<file path="src/rtl/lcd_bus_writer_if.sv">
// rtl/lcd_bus_writer_if.sv - write-FIFO drain and 8080-style LCD write bus bundle
interface lcd_bus_writer_if;
  // FIFO side: show-ahead read port, {ID, data} words
  logic        fifo_empty;
  logic [16:0] fifo_rdata;
  logic        fifo_rd;
  // LCD side: 16-bit 8080 write bus
  logic        LCD_CS;
  logic        LCD_RS;
  logic        LCD_WR;
  logic        LCD_RD;
  logic [15:0] LCD_DATA;
  // status
  logic        busy;

  // The bus writer: consumes the FIFO, drives the LCD pins
  modport master (
    input  fifo_empty,
    input  fifo_rdata,
    output fifo_rd,
    output LCD_CS,
    output LCD_RS,
    output LCD_WR,
    output LCD_RD,
    output LCD_DATA,
    output busy
  );

  // The surroundings: FIFO supplying words, LCD/observer watching the pins
  modport slave (
    output fifo_empty,
    output fifo_rdata,
    input  fifo_rd,
    input  LCD_CS,
    input  LCD_RS,
    input  LCD_WR,
    input  LCD_RD,
    input  LCD_DATA,
    input  busy
  );
endinterface

</file>
<file path="src/rtl/lcd_bus_writer.sv">
// rtl/lcd_bus_writer.sv - drains {ID,data} FIFO words onto an 8080 LCD write bus
module lcd_bus_writer #(
  parameter int unsigned T_SETUP = 1,  // WR-high cycles with RS/DATA/CS valid before WR falls (1..15)
  parameter int unsigned T_WRL   = 1,  // WR-low cycles (1..15)
  parameter int unsigned T_WRH   = 1,  // WR-high cycles after the rising edge, data held (1..15)
  parameter int unsigned CS_IDLE = 4   // empty-FIFO idle cycles before CS releases (0..15)
) (
  input  logic              clk,
  input  logic              rst_n,
  lcd_bus_writer_if.master  bus
);

  typedef enum logic [1:0] {
    S_IDLE    = 2'd0,
    S_SETUP   = 2'd1,
    S_WR_LOW  = 2'd2,
    S_WR_HIGH = 2'd3
  } state_e;

  // Last value of the phase counter in each timed phase
  localparam logic [3:0] SETUP_LAST   = 4'(T_SETUP - 1);
  localparam logic [3:0] WRL_LAST     = 4'(T_WRL - 1);
  localparam logic [3:0] WRH_LAST     = 4'(T_WRH - 1);
  localparam logic [3:0] CS_IDLE_LAST = 4'(CS_IDLE - 1);
  // CS_IDLE of zero releases CS on the WR_HIGH->IDLE edge instead of counting
  localparam bit         CS_IDLE_EN   = (CS_IDLE != 0);

  state_e      state_q, state_d;
  logic [3:0]  cnt_q, cnt_d;
  logic [3:0]  idle_cnt_q, idle_cnt_d;
  logic        cs_q, cs_d;
  logic        rs_q, rs_d;
  logic        wr_q, wr_d;
  logic [15:0] data_q, data_d;
  logic        busy_q, busy_d;
  logic        pop;

  // A word is taken either from IDLE or at the very end of WR_HIGH, so the
  // next word's setup phase follows the previous strobe with no gap cycle
  always_comb begin
    pop = !bus.fifo_empty && rst_n &&
          ((state_q == S_IDLE) || ((state_q == S_WR_HIGH) && (cnt_q == WRH_LAST)));
  end

  // Next-state and next-pin computation; every pin register holds by default
  always_comb begin
    state_d    = state_q;
    cnt_d      = cnt_q;
    idle_cnt_d = idle_cnt_q;
    cs_d       = cs_q;
    rs_d       = rs_q;
    wr_d       = wr_q;
    data_d     = data_q;

    case (state_q)
      S_IDLE: begin
        if (pop) begin
          data_d     = bus.fifo_rdata[15:0];
          rs_d       = bus.fifo_rdata[16];
          cs_d       = 1'b0;
          wr_d       = 1'b1;
          state_d    = S_SETUP;
          cnt_d      = 4'd0;
          idle_cnt_d = 4'd0;
        end else begin
          idle_cnt_d = (idle_cnt_q == 4'hF) ? 4'hF : idle_cnt_q + 4'd1;
          if (CS_IDLE_EN && (idle_cnt_q == CS_IDLE_LAST)) begin
            cs_d = 1'b1;
          end
        end
      end

      S_SETUP: begin
        wr_d = 1'b1;
        if (cnt_q == SETUP_LAST) begin
          wr_d    = 1'b0;
          state_d = S_WR_LOW;
          cnt_d   = 4'd0;
        end else begin
          cnt_d = cnt_q + 4'd1;
        end
      end

      S_WR_LOW: begin
        wr_d = 1'b0;
        if (cnt_q == WRL_LAST) begin
          wr_d    = 1'b1;
          state_d = S_WR_HIGH;
          cnt_d   = 4'd0;
        end else begin
          cnt_d = cnt_q + 4'd1;
        end
      end

      S_WR_HIGH: begin
        wr_d = 1'b1;
        if (cnt_q == WRH_LAST) begin
          if (pop) begin
            // Back-to-back word: CS stays low, new data lands with WR high
            data_d     = bus.fifo_rdata[15:0];
            rs_d       = bus.fifo_rdata[16];
            cs_d       = 1'b0;
            state_d    = S_SETUP;
            cnt_d      = 4'd0;
            idle_cnt_d = 4'd0;
          end else begin
            state_d    = S_IDLE;
            cnt_d      = 4'd0;
            idle_cnt_d = 4'd0;
            if (!CS_IDLE_EN) begin
              cs_d = 1'b1;
            end
          end
        end else begin
          cnt_d = cnt_q + 4'd1;
        end
      end

      default: begin
        state_d = S_IDLE;
        cnt_d   = 4'd0;
        wr_d    = 1'b1;
      end
    endcase

    busy_d = (state_d != S_IDLE);
  end

  // State and pin registers; reset drops any word in flight and parks the bus
  always_ff @(posedge clk) begin
    if (!rst_n) begin
      state_q    <= S_IDLE;
      cnt_q      <= 4'd0;
      idle_cnt_q <= 4'd0;
      cs_q       <= 1'b1;
      rs_q       <= 1'b0;
      wr_q       <= 1'b1;
      data_q     <= 16'h0000;
      busy_q     <= 1'b0;
    end else begin
      state_q    <= state_d;
      cnt_q      <= cnt_d;
      idle_cnt_q <= idle_cnt_d;
      cs_q       <= cs_d;
      rs_q       <= rs_d;
      wr_q       <= wr_d;
      data_q     <= data_d;
      busy_q     <= busy_d;
    end
  end

  assign bus.fifo_rd  = pop;
  assign bus.LCD_CS   = cs_q;
  assign bus.LCD_RS   = rs_q;
  assign bus.LCD_WR   = wr_q;
  assign bus.LCD_RD   = 1'b1;
  assign bus.LCD_DATA = data_q;
  assign bus.busy     = busy_q;

  // A write strobe is only ever issued to a selected panel
  a_wr_needs_cs: assert property (@(posedge clk) !wr_q |-> !cs_q);

  // busy mirrors the registered state
  a_busy_state: assert property (@(posedge clk) busy_q == (state_q != S_IDLE));

endmodule

</file>
<file path="src/flat_wrapper.sv">
// flat-port wrapper written by rule: the top's interface ports become plain ports
module lcd_bus_writer_flat 
#(
  parameter int unsigned T_SETUP = 1,                                                                 
  parameter int unsigned T_WRL   = 1,                          
  parameter int unsigned T_WRH   = 1,                                                            
  parameter int unsigned CS_IDLE = 4                                                       
)
  (clk, rst_n, bus_fifo_empty, bus_fifo_rdata, bus_fifo_rd, bus_LCD_CS, bus_LCD_RS, bus_LCD_WR, bus_LCD_RD, bus_LCD_DATA, bus_busy);
  lcd_bus_writer_if bus_i ();
  input  logic clk;
  input  logic rst_n;
  input wire logic [$bits(bus_i.fifo_empty)-1:0] bus_fifo_empty;
  input wire logic [$bits(bus_i.fifo_rdata)-1:0] bus_fifo_rdata;
  output wire logic [$bits(bus_i.fifo_rd)-1:0] bus_fifo_rd;
  output wire logic [$bits(bus_i.LCD_CS)-1:0] bus_LCD_CS;
  output wire logic [$bits(bus_i.LCD_RS)-1:0] bus_LCD_RS;
  output wire logic [$bits(bus_i.LCD_WR)-1:0] bus_LCD_WR;
  output wire logic [$bits(bus_i.LCD_RD)-1:0] bus_LCD_RD;
  output wire logic [$bits(bus_i.LCD_DATA)-1:0] bus_LCD_DATA;
  output wire logic [$bits(bus_i.busy)-1:0] bus_busy;
  assign bus_i.fifo_empty = bus_fifo_empty;
  assign bus_i.fifo_rdata = bus_fifo_rdata;
  assign bus_fifo_rd = bus_i.fifo_rd;
  assign bus_LCD_CS = bus_i.LCD_CS;
  assign bus_LCD_RS = bus_i.LCD_RS;
  assign bus_LCD_WR = bus_i.LCD_WR;
  assign bus_LCD_RD = bus_i.LCD_RD;
  assign bus_LCD_DATA = bus_i.LCD_DATA;
  assign bus_busy = bus_i.busy;
  lcd_bus_writer #(.T_SETUP(T_SETUP), .T_WRL(T_WRL), .T_WRH(T_WRH), .CS_IDLE(CS_IDLE)) u_core (.clk(clk), .rst_n(rst_n), .bus(bus_i));
endmodule
</file>
<file path="config.mk">
export PLATFORM = sky130hd
export DESIGN_NAME = lcd_bus_writer_flat
export DESIGN_NICKNAME = d
export VERILOG_FILES = /design/src/rtl/lcd_bus_writer_if.sv /design/src/rtl/lcd_bus_writer.sv /design/src/flat_wrapper.sv
export SDC_FILE = /design/constraint.sdc
export NUM_CORES = 1
export LEC_CHECK = 0
export ABC_AREA = 1
export CAP_MARGIN = 20
export CORE_UTILIZATION = 43
export CTS_BUF_LIST = sky130_fd_sc_hd__clkbuf_4 sky130_fd_sc_hd__clkbuf_8
export DETAILED_ROUTE_END_ITERATION = 16
export PLACE_DENSITY = 0.79
export SLEW_MARGIN = 10
export SYNTH_ARGS = -nofsm -noshare
export SYNTH_HDL_FRONTEND = slang
export SYNTH_SLANG_ARGS = --single-unit
export TNS_END_PERCENT = 20
</file>
<file path="constraint.sdc">
create_clock -name clk -period 1.41 [get_ports clk]
set_input_delay 0.141 -clock clk [delete_from_list [all_inputs] [get_ports clk]]
set_output_delay 0.141 -clock clk [all_outputs]
set_load 0.03 [all_outputs]
</file>
==> results.yml <==
detailed_routing:
  antenna_left: 0
  via_count: 1414
  dr.pass1.iters: 4
  wire_per_inst_um: 11.64
  routed_wl_um: 3456
  vias_per_cell: 4.761
  drc: 0
  detail_route.iter0.violations: 60
synthesis:
  synthesis.nets: 221
  seq_area_frac_synth_pct: 42.14
  ys_ff_latch: 30
  syn_inst: 193
  avgSynthCellArea_um2: 7.384
  yosys.cell_types.count: 26
  yosysWarningCount: 0
  synth_area_um2: 1425
setup_path:
  end_kind: "output pin"
  worstPathRequired_ns: 1.27
  critPathLaunchType: "flop"
  path_max_fanout: 3
  path_class: "reg2out"
  arrival_ns: 1.36
layout:
  instances_no_fill: 297
  layout.nets: 281
  area_delta_synth_final_pct: 48.46
  fillers: 285
  drive_gt1_share_pct: 20.95
  mostFrequentLayoutCells: "nor2_1, nand2_1, dfxtp_1"
  final_area_um2: 2116
  layout_commonest_cell: "nor2_1"
  diodes: 0
  final_util_pct: 68.19
placed_design:
  pre_cts_slack_ns: -0.08444
  io_buffers: 40
  dp_hpwl_um: 2261
  placedCellCount: 286
  placed_cell_area_um2: 1942
  gp_congestion: 0.8386
grt:
  grtUsageTotal_pct: 19.40
  grt_start_max_net_pins: 23
  antenna_found_initial: 0
  grt_pass1_wl_um: 5016
  grt_pass1_vias: 1191
  gr-total-overflow: 0
timing:
  fin_crit_ns: 1.498
  fin_crit_sh_pct: 106.3
  hold_viol: 0
  setup_slack_ns: -0.08847
  slew_viol_final: 0
  fin_skew_ns: 0.008774
  rsz0062_at_grt: "true"
  tns_ns: -0.1067
  setup_viol: 3
  fmax_mhz: 667.3
clocking:
  cts_buffer_depth: 2
  clock_sinks: 30
  clk_latency_ns: 0.33
  cts_hold_buffers: 0
  cts_tree: "built"
  cts_max_level: 2
  clk_pin_slew_worst_paths_ns: 0.09
  cts_buffers: 5
  clockRootBuffer: "clkbuf_4"
worst_hold_path:
  hp-class: "in2reg"
floorplanning:
  row_count: 20
  fp.dieH_um: 59.57
  start_util_pct: 45.93
  fp.dieW_um: 59.57
  fp.coreArea_um2: 3103
  dieArea_um2: 3549
  pin_count: 42
pwr:
  power.leakage_nw: 1.001
  vdd_drop_max_v: 0.001087
  p_per_area_nw_per_um2: 1680
run:
  cap_violations: 0
run_status:
  violations: "negative setup slack"
  status: "complete, but fails checks"
power breakdown:
| part | switching [mW] | internal (mW) |
|---|---|---|
| Clock | 0.290 | 0.413 |
| Combinational | 0.993 | 0.695 |
| Sequential | 0.127 | 1.04 |
final cells by class:
class                           count  area [um2]  area share [%]
Multi-Input combinational cell    138       762.0           36.01
Sequential cell                    30       610.6           28.86
Inverter                           20       95.09           4.494
Timing Repair Buffer               58       511.7           24.19
Clock buffer                        6       51.30           2.425
Tap cell                           44       55.05           2.602
Clock inverter                      1       30.03           1.419
final timing paths:
| path | startpoint | to | slack (ns) | cells after the start |
|---|---|---|---|---|
| min reg2reg | u_core.bus.LCD_DATA[3] | u_core.bus.LCD_DATA[3] | 0.49 | 2 |
| max | u_core.state_q[0] | bus_fifo_rd | -0.09 | 7 |
| max reg2reg | u_core.state_q[1] | u_core.cnt_q[1] | -0.02 | 7 |
| min | bus_fifo_rdata[4] | u_core.bus.LCD_DATA[4] | 0.41 | 3 |
cells in the mapped netlist, drive strengths merged:
cell type	instances	share of area [%]
nor2	43	12
nand2	34	10
dfxtp	30	42
o21ai	23	8.9
inv	20	5.6
a21oi	11	3.9
nand3	9	3.2
ha	8	7.0
buf	4	3.1
clkbuf	2	0.53
nand4	2	0.88
nor3	2	0.70
a211oi	1	0.53
a31oi	1	0.44
and3	1	0.44
conb	1	0.26
xor2	1	0.61
per-layer routing:
metal	track usage (%)	vias up	wire length, um
met4	8.970	0	55
met2	30.82	42	1664
met1	23.73	631	1542
li1	-	736	-
met5	0	-	0
met3	6.332	5	193
state kept, by name (all words and copies together), names as in the netlist:
name,flops
u_core.bus.LCD_WR,1
u_core.state_q,2
u_core.bus.LCD_DATA,16
u_core.idle_cnt_q,4
u_core.bus.busy,1
u_core.bus.LCD_RS,1
u_core.bus.LCD_CS,1
u_core.cnt_q,4
cell families after synthesis:
logic type / after synthesis / share of synthesized area (%)
buf+inv: 26 / 9.219
xor+xnor: 1 / 0.6147
other cells: 1 / 0.2631
flops: 30 / 42.14
fa+ha+maj: 8 / 7.024
simple gates: 91 / 27.04
compound gates: 36 / 13.70
timing repair:
action	in CTS	in global routing
buffers inserted	3	1
setup endpoints to repair	28	28
gates cloned	0	1
pin swaps	2	15
resized for setup	30	23
per-stage QoR:
stage	hold slack (ns)	power, mW
after global routing	0.4239	3.809
after floorplan	0.2867	2.146
after CTS	0.4058	3.423
after global placement	0.4634	2.711
final	0.4101	3.555
after detailed placement	0.4766	2.733
worst max-delay path, cell delays in order (launching register included):
cell and delay [ns]:
dfxtp_4 0.37, inv_4 0.07, ha_4 0.13, inv_2 0.04, a21oi_2 0.15, nand2_2 0.09, inv_2 0.06, buf_6 0.12
No activity file was read; power rests on OpenSTA's default activity.
